## config.mk

```make
export PLATFORM = sky130hd
export DESIGN_NAME = vc_inflight_squash_unit
export DESIGN_NICKNAME = d
export VERILOG_FILES = /design/src/rtl/vc_inflight_squash_unit.sv
export SDC_FILE = /design/constraint.sdc
export NUM_CORES = 1
export LEC_CHECK = 0
export ABC_AREA = 1
export CORE_MARGIN = 10
export CORE_UTILIZATION = 43
export CTS_CLUSTER_DIAMETER = 120
export CTS_CLUSTER_SIZE = 28
export DETAILED_ROUTE_END_ITERATION = 16
export PLACE_DENSITY = 0.86
export SYNTH_ARGS = -nofsm -noshare
export SYNTH_HDL_FRONTEND = slang
export SYNTH_SLANG_ARGS = --single-unit
```

## constraint.sdc

```tcl
create_clock -name clk -period 1.6 [get_ports clk]
set_input_delay 0.24 -clock clk [delete_from_list [all_inputs] [get_ports clk]]
set_output_delay 0.24 -clock clk [all_outputs]
set_load 0.05 [all_outputs]
```

## src/rtl/vc_inflight_squash_unit.sv

```systemverilog
// vc_inflight_squash_unit: forwards memory requests, tracks in-flight count, and discards responses outstanding at a squash
module vc_inflight_squash_unit #(
    parameter int p_req_nbits    = 1,
    parameter int p_resp_nbits   = 1,
    parameter int p_max_inflight = 4,
    localparam int c_cnt_nbits   = $clog2(p_max_inflight + 1)
) (
    input  logic                    clk,
    input  logic                    reset,
    input  logic                    domain,
    input  logic                    squash,
    input  logic [p_req_nbits-1:0]  req_in_msg,
    input  logic                    req_in_val,
    output logic                    req_in_rdy,
    output logic [p_req_nbits-1:0]  req_out_msg,
    output logic                    req_out_val,
    input  logic                    req_out_rdy,
    input  logic [p_resp_nbits-1:0] resp_in_msg,
    input  logic                    resp_in_val,
    output logic                    resp_in_rdy,
    output logic [p_resp_nbits-1:0] resp_out_msg,
    output logic                    resp_out_val,
    input  logic                    resp_out_rdy,
    output logic [c_cnt_nbits-1:0]  inflight,
    output logic                    drop_busy
);
    logic [c_cnt_nbits-1:0] inflight_cnt, inflight_nxt, drop_cnt, drop_nxt;
    logic full, req_go, resp_go, unused_domain;

    assign unused_domain = domain;
    assign full          = inflight_cnt == c_cnt_nbits'(p_max_inflight);
    assign drop_busy     = drop_cnt != '0;
    assign inflight      = inflight_cnt;
    assign req_out_msg   = req_in_msg;
    assign req_out_val   = req_in_val & ~full & ~squash;
    assign req_in_rdy    = req_out_rdy & ~full & ~squash;
    assign req_go        = req_in_val & req_in_rdy;
    assign resp_out_msg  = resp_in_msg;
    assign resp_out_val  = ~drop_busy & resp_in_val & ~squash;
    assign resp_in_rdy   = drop_busy | squash | resp_out_rdy;
    assign resp_go       = resp_in_val & resp_in_rdy;

    // next counts: inflight clamps at zero on a stray response; a squash recomputes drop_cnt from inflight
    always_comb begin
        inflight_nxt = inflight_cnt;
        if (req_go && !resp_go) inflight_nxt = inflight_cnt + 1'b1;
        else if (resp_go && !req_go && inflight_cnt != '0) inflight_nxt = inflight_cnt - 1'b1;
        drop_nxt = drop_cnt;
        if (squash) drop_nxt = (resp_go && inflight_cnt != '0) ? inflight_cnt - 1'b1 : inflight_cnt;
        else if (drop_busy && resp_go) drop_nxt = drop_cnt - 1'b1;
    end

    // counter registers with synchronous active-low reset overriding everything
    always_ff @(posedge clk) begin
        if (!reset) begin
            inflight_cnt <= '0;
            drop_cnt     <= '0;
        end else begin
            inflight_cnt <= inflight_nxt;
            drop_cnt     <= drop_nxt;
        end
    end
endmodule

```

# Yosys cells after proc, flatten, opt, wreduce, memory -nomap -nowiden
# Cells that the tools add are included.
# totals
input_bits	10
register_bits	6
output_inout_bits	10
elab_cells	35
# classes
muxes	5
reduce_logical	11
n_addsub	3
eq_ne	1
n_bitwise	13
# op_table
op	n
3-bit two-way mux	5
1-bit AND	8
3-bit nonzero test	2
3-bit by 1-bit subtractor with 3-bit output, second input constant	2
1-bit logical AND	5
2-bit nonzero test	2
3-bit by 1-bit adder with 3-bit output, second input constant	1
3-bit == test, second input constant	1
1-bit inverter	3
1-bit logical NOT	2
1-bit bitwise OR	2

# Logic depth before layout (Yosys ltp)
# Gate-level depths: netlist of the first run.
# logic_depth
word_depth	10
ltp_mapped	11
ltp_nobuf	11

# Worst setup path before layout of the first run
# Ideal clock, no wire load.
# synth_timing
kind	register -> output
start	register inflight_cnt[0] (netlist: inflight[0])
end	output port req_in_rdy
setup_slack_ns	-0.522
stages_incl_launch_ff	6
arrival_time_ns	1.882
cell_sequence	dfxtp_1 -> inv_1 -> ha_1 -> nand2_1 -> nand2_1 -> nor2_1
# synth_between
elab_chain_cells	4
# synth_lines
item	line_no	text
from (decl)	27	logic [c_cnt_nbits-1:0] inflight_cnt, inflight_nxt, drop_cnt, drop_nxt;
from (signal assigned)	59	inflight_cnt <= inflight_nxt;
3-bit == test	31	assign full = inflight_cnt == c_cnt_nbits'(p_max_inflight);
1-bit inverter	36	assign req_in_rdy = req_out_rdy & ~full & ~squash;
1-bit AND (2 in a row)	36	
to (decl)	14	output logic req_in_rdy,
# Every way passes these cells.

# Worst setup path after layout of the first run
# Ends and elaborated chain as after synthesis.

==> results of run 1 <==
sequential cells by signal, indices dropped and copies added, names as in the netlist:
| register | cells |
|---|---|
| drop_cnt | 3 |
| inflight | 3 |
area by class of cell:
cell class	instances	share of cell area [%]
sequential	6	14.2
inverter	21	9.10
timing repair buffer	18	26.0
multi-input combinational	63	46.0
clock buffer	3	2.60
tap	15	2.17
synth_stat cells (2+ instances only):
cell	instances	area share [%]
nand3_1	8	6.8
o21ai_0	4	3.4
nand2_4	2	3.8
inv_2	3	1.9
xor2_1	2	3.0
a21oi_1	4	3.4
nor2_1	8	5.1
nand4_1	3	3.2
ha_1	5	11
inv_1	18	11
dfxtp_1	6	20
nand2_1	21	13
buf_4	2	2.5
metal layers:
layer	vias to the layer above	part of all wire [%]	GRT usage [%]
met5	-	0	0
met4	0	2.6	3.36
met3	6	5.7	3.10
li1	329	-	-
met1	286	43	9.44
met2	16	48	15.3
cells by family (layout without fill, tap and decap cells):
kind of cell	after synthesis	after routing	synth area share, %
buffers and inverters	24	42	16.7
adders and majority gates	5	5	10.6
and+or+nand+nor	47	47	41.1
xor gates and xnor gates	2	2	2.97
AOI/OAI and AO/OA	9	9	8.26
DFF	6	6	20.3
power by group:
group	total, mW	internal [mW]	leakage (nW)	switching, mW
sequential	0.216	0.183	0.0503	0.0330
clock	0.140	0.0849	0.0138	0.0554
combinational	0.636	0.255	0.408	0.381
total	0.993	0.523	0.472	0.470
stage by stage:
step,setup slack (ns),total power [mW],hold WS (ns)
after floorplan,0.0128,0.635,0.353
after global placement,0.0616,0.827,0.481
after detailed placement,0.0342,0.843,0.481
after CTS,0.00866,0.991,0.481
after global routing,0.0157,1.08,0.480
final,0.0746,0.993,0.480
repair_timing:
action | CTS | global route
setup endpoints to repair | 1 | 3
resized for setup | 1 | 3
setup buffers | 0 | 1
cell usage in the layout (no fill, tap or decap), types with 3 or more instances in the layout:
master and n:
inv_2 4, ha_1 3, inv_1 17, o21ai_0 4, nor2_1 7, clkdlybuf4s50_1 6
buf_4 6, a21oi_1 4, nand4_1 3, nand3_1 8, clkbuf_4 3, buf_12 6
nand2_1 20, dfxtp_1 4
final timing paths:
path,cells past startpoint,slack (ns),to,start
setup / recovery,6,0.07,req_in_rdy,inflight[0]$_SDFFE_PN0P_
hold / removal,0,0.48,req_out_msg,req_in_msg
setup reg to reg,9,0.18,inflight[1]$_SDFFE_PN0P_,drop_cnt[0]$_SDFFE_PN0P_
hold reg to reg,2,0.53,inflight[1]$_SDFFE_PN0P_,inflight[1]$_SDFFE_PN0P_
==> results.py, run 1 <==
metrics = {
    "floorplanning": {
        "die_x_um": 57.1,
        "core.rowCount": 13,
        "dieArea_um2": 3260,
        "initial_core_util_pct": 45.4,
        "core_um2": 1300,
        "die_h_um": 57.1,
        "io_pins": 20,
    },
    "setup_path": {
        "critPathBufInv": 2,
        "slowest_stage": "dfxtp_2",
        "cp-start-kind": "flop",
        "crit_family": "flip-flops",
        "cp.arrival_ns": 1.29,
        "cp_max_fo": 5,
        "crit_required_ns": 1.36,
        "endpoint_kind": "output port",
        "path_cells": "inv_2 > ha_2 > nand2_2 > nand2_1 > nor2_4 > buf_12",
        "slowest_delay_ns": 0.36,
        "critPathKind": "flop to output port",
    },
    "final_layout": {
        "fin_util_pct": 66.5,
        "layout-drive-gt1-share_pct": 28.8,
        "multi_input_area_um2": 398,
        "fin_area_um2": 866,
        "finalNonFillerCells": 126,
        "antenna_cells": 0,
        "num-nets-final": 128,
        "area.growth.synth_to_final_pct": 46.6,
        "register_area_um2": 123,
        "fillers": 112,
    },
    "grt": {
        "grt_pass1_vias": 647,
        "gr-usage-all-layers_pct": 8.80,
        "grt_pass1_wl_um": 2530,
        "grt_overflow_total": 0,
        "grt_max_degree": 8,
        "grt_antenna_before_repair": 0,
    },
    "sta": {
        "fin_setup_tns_ns": 0,
        "fmax_mhz": 656,
        "period_minus_slack_ns": 1.53,
        "relSlewSlack_pct": 85.9,
        "setup_viol": 0,
        "timing.final.crit_share_pct": 95.3,
        "worst_pin_slew_ns": 0.212,
        "hold_violations": 0,
        "rsz0062_at_grt": "no",
        "fin_skew_ns": 0.00644,
        "drv_slew": 0,
    },
    "clocking": {
        "clk_path_buf_depth": 2,
        "cts_max_level": 1,
        "numCtsBuffers": 3,
        "holdBufCountCts": 0,
        "clock_sinks": 6,
        "insertion_delay_ns": 0.24,
        "cts_tree": "yes",
        "cts_root_buffer": "clkbuf_4",
        "cts.reportedPaths.clkPinSlew_ns": 0.05,
    },
    "synth": {
        "synth_edf_count": 0,
        "synthDistinctLibCells": 20,
        "syn_area_per_cell_um2": 6.35,
        "synth.cell_area_um2": 591,
        "synth_fp_nets": 108,
        "ys.flop_type": "dfxtp_1",
        "ys_seq_elements": 6,
        "ys_seq_area_share_pct": 20.3,
        "synthCells": 93,
        "async_flop_share_pct": 0,
        "synth_warnings": 0,
    },
    "job": {
        "maxCapViolations": 0,
    },
    "place": {
        "place.port_buffers": 14,
        "hpwl_um": 1200,
        "gp_congestion": 0.898,
        "dp_cells": 122,
        "dpl-instance-area_um2": 828,
    },
    "pwr": {
        "p_per_area_nw_per_um2": 1150,
        "vdd_drop_max_uv": 656,
        "p_leak_nw": 0.472,
    },
    "route": {
        "post_drt_wl_per_cell_um": 11.2,
        "drtIter0Drc": 9,
        "ant_nets": 0,
        "totalWireLength_um": 1420,
        "via_per_inst": 5.06,
        "dr.pass1.iters": 4,
        "num_vias": 637,
        "post-route-drc-count": 0,
    },
    "status": {
        "outcome": "finished, final reports clean",
    },
    "min_path": {
        "hold_path_class": "input pin to output port",
    },
}
No activity file was read; power rests on OpenSTA's default activity.
==> run 2, diff against run 1 <==
--- a/config.mk
+++ b/config.mk
@@ -6,7 +6,6 @@
 export NUM_CORES = 1
 export LEC_CHECK = 0
 export ABC_AREA = 1
-export CORE_MARGIN = 10
 export CORE_UTILIZATION = 43
 export CTS_CLUSTER_DIAMETER = 120
 export CTS_CLUSTER_SIZE = 28
==> results.py, run 2 (same netlist as run 1, synthesis figures left out) <==
metrics = {
    "final_layout": {
        "num-nets-final": 128,
        "antenna_cells": 0,
        "final_cell_mix": "nand2_1, inv_1, nand3_1, nor2_1",
        "layout-drive-gt1-share_pct": 29.7,
        "area.growth.synth_to_final_pct": 48.1,
        "mostFrequentLayoutCell": "nand2_1",
    },
    "grt": {
        "grt_max_degree": 8,
        "grt_overflow_total": 0,
        "gr-usage-all-layers_pct": 19.7,
        "grt_pass1_wl_um": 2010,
        "grt_antenna_before_repair": 0,
        "grt_pass1_vias": 555,
    },
    "sta": {
        "fmax_mhz": 652,
        "period_minus_slack_ns": 1.53,
        "setup_viol": 0,
        "timing.final.crit_share_pct": 95.9,
        "worst_pin_slew_ns": 0.209,
        "setup_slack_ns": 0.0656,
        "relSlewSlack_pct": 86.0,
        "drv_slew": 0,
        "hold_violations": 0,
        "fin_skew_ns": 0.00203,
        "fin_setup_tns_ns": 0,
    },
    "clocking": {
        "cts_max_level": 1,
        "numCtsBuffers": 3,
        "cts_tree": "yes",
        "clock_sinks": 6,
        "clk_path_buf_depth": 2,
        "holdBufCountCts": 0,
        "cts_root_buffer": "clkbuf_4",
        "insertion_delay_ns": 0.24,
    },
    "setup_path": {
        "worstRegToRegCells": 10,
        "cp_max_fo": 5,
        "cp-start-kind": "input pin",
        "worstReg2RegEnd": "inflight[0]$_SDFFE_PN0P_",
        "endpoint_kind": "output port",
        "r2r-start": "drop_cnt[0]$_SDFFE_PN0P_",
        "worst-r2r-setup-slack_ns": 0.19,
        "cp.arrival_ns": 1.29,
        "crit_required_ns": 1.36,
        "critPathKind": "input pin to output port",
    },
    "pwr": {
        "p_leak_nw": 0.475,
        "p_per_area_nw_per_um2": 1140,
        "vdd_drop_max_uv": 951,
    },
    "floorplanning": {
        "die_x_um": 39.1,
        "die_h_um": 39.1,
        "core_um2": 1190,
        "initial_core_util_pct": 49.8,
        "dieArea_um2": 1530,
        "io_pins": 20,
        "core.rowCount": 12,
    },
    "place": {
        "hpwl_um": 1050,
        "pre_cts_ws_ns": 0.0250,
        "place.port_buffers": 14,
        "gp_congestion": 0.860,
    },
    "min_path": {
        "holdPathEnd": "resp_out_msg",
        "hold_path.startpoint": "resp_in_msg",
        "hold_path_class": "input pin to output port",
        "min_path_cells": 0,
    },
    "route": {
        "num_vias": 621,
        "ant_nets": 0,
        "post_drt_wl_per_cell_um": 10.4,
        "post-route-drc-count": 0,
        "via_per_inst": 4.97,
        "totalWireLength_um": 1300,
        "dr.pass1.iters": 4,
        "drtIter0Drc": 8,
    },
    "status": {
        "outcome": "finished, final reports clean",
    },
    "job": {
        "maxCapViolations": 0,
    },
}
[run 2: cell counts in the layout (fill, tap and decap cells not counted)]
No cell type changed its count.
[run 2: metrics by stage]
stage | std cells | utilization (%) | power (mW) | hold WS [ns] | area [µm²]
2_1_floorplan | 93 | - | 0.635 | 0.353 | 612
4_1_cts | 124 | 71.8 | 0.989 | 0.480 | 852
6_report | 125 | 73.7 | 0.997 | 0.480 | 875
5_1_grt | 125 | 73.7 | 1.07 | 0.480 | 875
3_5_place_dp | 121 | 69.7 | 0.845 | 0.480 | 827
3_3_place_gp | 121 | 69.7 | 0.828 | 0.480 | 827
[run 2: critical path, stage by stage]
cell and delay [ns]:
clkdlybuf4s50_1 0.57, inv_1 0.12, nor3_4 0.20, buf_12 0.16
[run 2: worst max-delay path by stage]
| stage | slack, ns | end | startpoint |
|---|---|---|---|
| finish | 0.07 | resp_out_val | resp_in_val |
| global route | -0.01 | resp_in_rdy | drop_cnt[0]$_SDFFE_PN0P_ |
| CTS | 0.007 | req_in_rdy | inflight[0]$_SDFFE_PN0P_ |
| detailed placement | 0.03 | inflight[0]$_SDFFE_PN0P_ | squash |
| global placement | 0.08 | drop_cnt[0]$_SDFFE_PN0P_ | squash |
| floorplan | 0.01 | req_out_val | inflight[0]$_SDFFE_PN0P_ |
[run 2: routing by layer]
metal  share of wire [%]  wire length [µm]  vias up  track usage (%)
li1                    -                 -      328                -
met1                  41               532      281             18.7
met2                  55               712       12             39.2
met3                 4.5                58        0             8.67
met4                   0                 0        0             1.72
met5                   0                 0        -                0
[run 2: cell type report]
class	count	area, µm²
clock buffer	3	22.5
fill	97	312
inverter	21	78.8
multi-input combinational	63	403
sequential	6	128
tap	14	17.5
timing repair buffer	18	225
[run 2: report_power, final]
part	switching [mW]	internal, mW
Sequential	0.0367	0.186
Combinational	0.384	0.257
Clock	0.0490	0.0844
[run 2: repair_timing]
item	in CTS	in global routing
setup endpoints to repair	1	4
buffers inserted	0	1
resized for setup	1	6
==> run 3, diff against run 2 <==
--- a/config.mk
+++ b/config.mk
@@ -6,6 +6,7 @@
 export NUM_CORES = 1
 export LEC_CHECK = 0
 export ABC_AREA = 1
+export CORE_MARGIN = 2
 export CORE_UTILIZATION = 43
 export CTS_CLUSTER_DIAMETER = 120
 export CTS_CLUSTER_SIZE = 28
==> results.py, run 3 (same netlist as run 1, synthesis figures left out) <==
metrics = {
    "final_layout": {
        "num-nets-final": 127,
        "mostFrequentLayoutCell": "nand2_1",
        "multi_input_area_um2": 413,
        "final_cell_mix": "nand2_1, inv_1, nand3_1, nor2_1",
        "antenna_cells": 0,
        "fillers": 108,
        "layout-drive-gt1-share_pct": 31.8,
        "register_area_um2": 129,
        "area.growth.synth_to_final_pct": 48.9,
    },
    "setup_path": {
        "worst-r2r-setup-slack_ns": 0.20,
        "worstReg2RegEnd": "drop_cnt[0]$_SDFFE_PN0P_",
        "cp_max_fo": 6,
        "r2r-start": "drop_cnt[0]$_SDFFE_PN0P_",
        "cp-startpoint": "drop_cnt[0]$_SDFFE_PN0P_",
        "endpoint_kind": "output port",
        "cp-start-kind": "flop",
        "crit_required_ns": 1.36,
        "critPathKind": "flop to output port",
        "worstRegToRegCells": 9,
        "cp.arrival_ns": 1.29,
        "critPathCapture": "resp_in_rdy",
    },
    "floorplanning": {
        "dieArea_um2": 1690,
        "die_h_um": 41.1,
        "die_x_um": 41.1,
        "initial_core_util_pct": 46.0,
        "core.rowCount": 13,
        "io_pins": 20,
        "core_um2": 1280,
    },
    "place": {
        "pre_cts_ws_ns": 0.0129,
        "place.port_buffers": 14,
        "gp_congestion": 0.894,
        "hpwl_um": 1040,
    },
    "grt": {
        "grt_overflow_total": 0,
        "grt_pass1_wl_um": 2060,
        "grt_pass1_vias": 522,
        "grt_max_degree": 8,
        "grt_antenna_before_repair": 0,
        "gr-usage-all-layers_pct": 18.3,
    },
    "clocking": {
        "cts_max_level": 1,
        "cts_tree": "yes",
        "clock_sinks": 6,
        "clk_path_buf_depth": 2,
        "insertion_delay_ns": 0.24,
        "cts.reportedPaths.clkPinSlew_ns": 0.04,
        "holdBufCountCts": 0,
        "numCtsBuffers": 3,
        "cts_root_buffer": "clkbuf_4",
    },
    "pwr": {
        "p_leak_nw": 0.471,
        "finalPower_mw": 1.01,
        "vdd_drop_max_uv": 733,
        "p_per_area_nw_per_um2": 1150,
    },
    "sta": {
        "hold_violations": 0,
        "setup_viol": 0,
        "fmax_mhz": 654,
        "setup_slack_ns": 0.0714,
        "fin_setup_tns_ns": 0,
        "drv_slew": 0,
        "worst_pin_slew_ns": 0.227,
        "relSlewSlack_pct": 84.8,
        "period_minus_slack_ns": 1.53,
        "timing.final.crit_share_pct": 95.5,
        "fin_skew_ns": 0.00400,
    },
    "min_path": {
        "hold_path_class": "input pin to output port",
    },
    "route": {
        "ant_nets": 0,
        "num_vias": 614,
        "totalWireLength_um": 1360,
        "via_per_inst": 4.91,
        "post-route-drc-count": 0,
        "dr.pass1.iters": 4,
        "post_drt_wl_per_cell_um": 10.9,
        "drtIter0Drc": 22,
    },
    "job": {
        "maxCapViolations": 0,
    },
    "status": {
        "outcome": "finished, final reports clean",
    },
}
run 3: per-stage QoR:
stage	instance area, µm²	util [%]	hold WS (ns)	std cells
after floorplan	612	-	0.353	93
after global placement	828	64.5	0.480	122
after detailed placement	828	64.5	0.480	122
after CTS	856	66.6	0.480	125
after global routing	880	68.5	0.480	125
final	880	68.5	0.480	125
run 3: worst min-delay path by stage:
stage	slack (ns)	cells after the start	startpoint	endpoint
after floorplan	0.35	2	reset	inflight[0]$_SDFFE_PN0P_
after global placement	0.48	0	resp_in_msg	resp_out_msg
after detailed placement	0.48	0	resp_in_msg	resp_out_msg
after CTS	0.48	0	resp_in_msg	resp_out_msg
after global routing	0.48	0	req_in_msg	req_out_msg
final	0.48	0	req_in_msg	req_out_msg
run 3: power breakdown:
part / switching, mW / total [mW] / internal [mW]
Clock: 0.0464 / 0.131 / 0.0843
Combinational: 0.387 / 0.650 / 0.263
Sequential: 0.0399 / 0.227 / 0.187
run 3: layout make-up:
| cell class | instances | area share [%] |
|---|---|---|
| multi-input cells | 63 | 46.9 |
| repair buffers | 17 | 24.8 |
| flip-flops and latches | 6 | 14.7 |
| inverters | 21 | 8.96 |
| clock buffers | 3 | 2.56 |
| well taps | 15 | 2.13 |
run 3: repair_timing:
item | in CTS | in global routing
pin swaps | 0 | 1
buffers inserted | 0 | 0
endpoints found under the setup margin | 2 | 6
gates resized for setup | 2 | 9
run 3: critical path: stages (launching register included):
cell	delay (ns)
dfxtp_2	0.32
inv_2	0.08
ha_4	0.14
inv_1	0.05
nor2_4	0.12
nand3_4	0.14
buf_12	0.19
run 3: routing by layer:
metal | vias to the layer above | share of wire (%) | global-route usage, %
li1 | 326 | - | -
met1 | 271 | 43 | 21.9
met2 | 17 | 53 | 32.4
met3 | 0 | 4.0 | 7.07
met4 | 0 | 0 | 0
met5 | - | 0 | 0
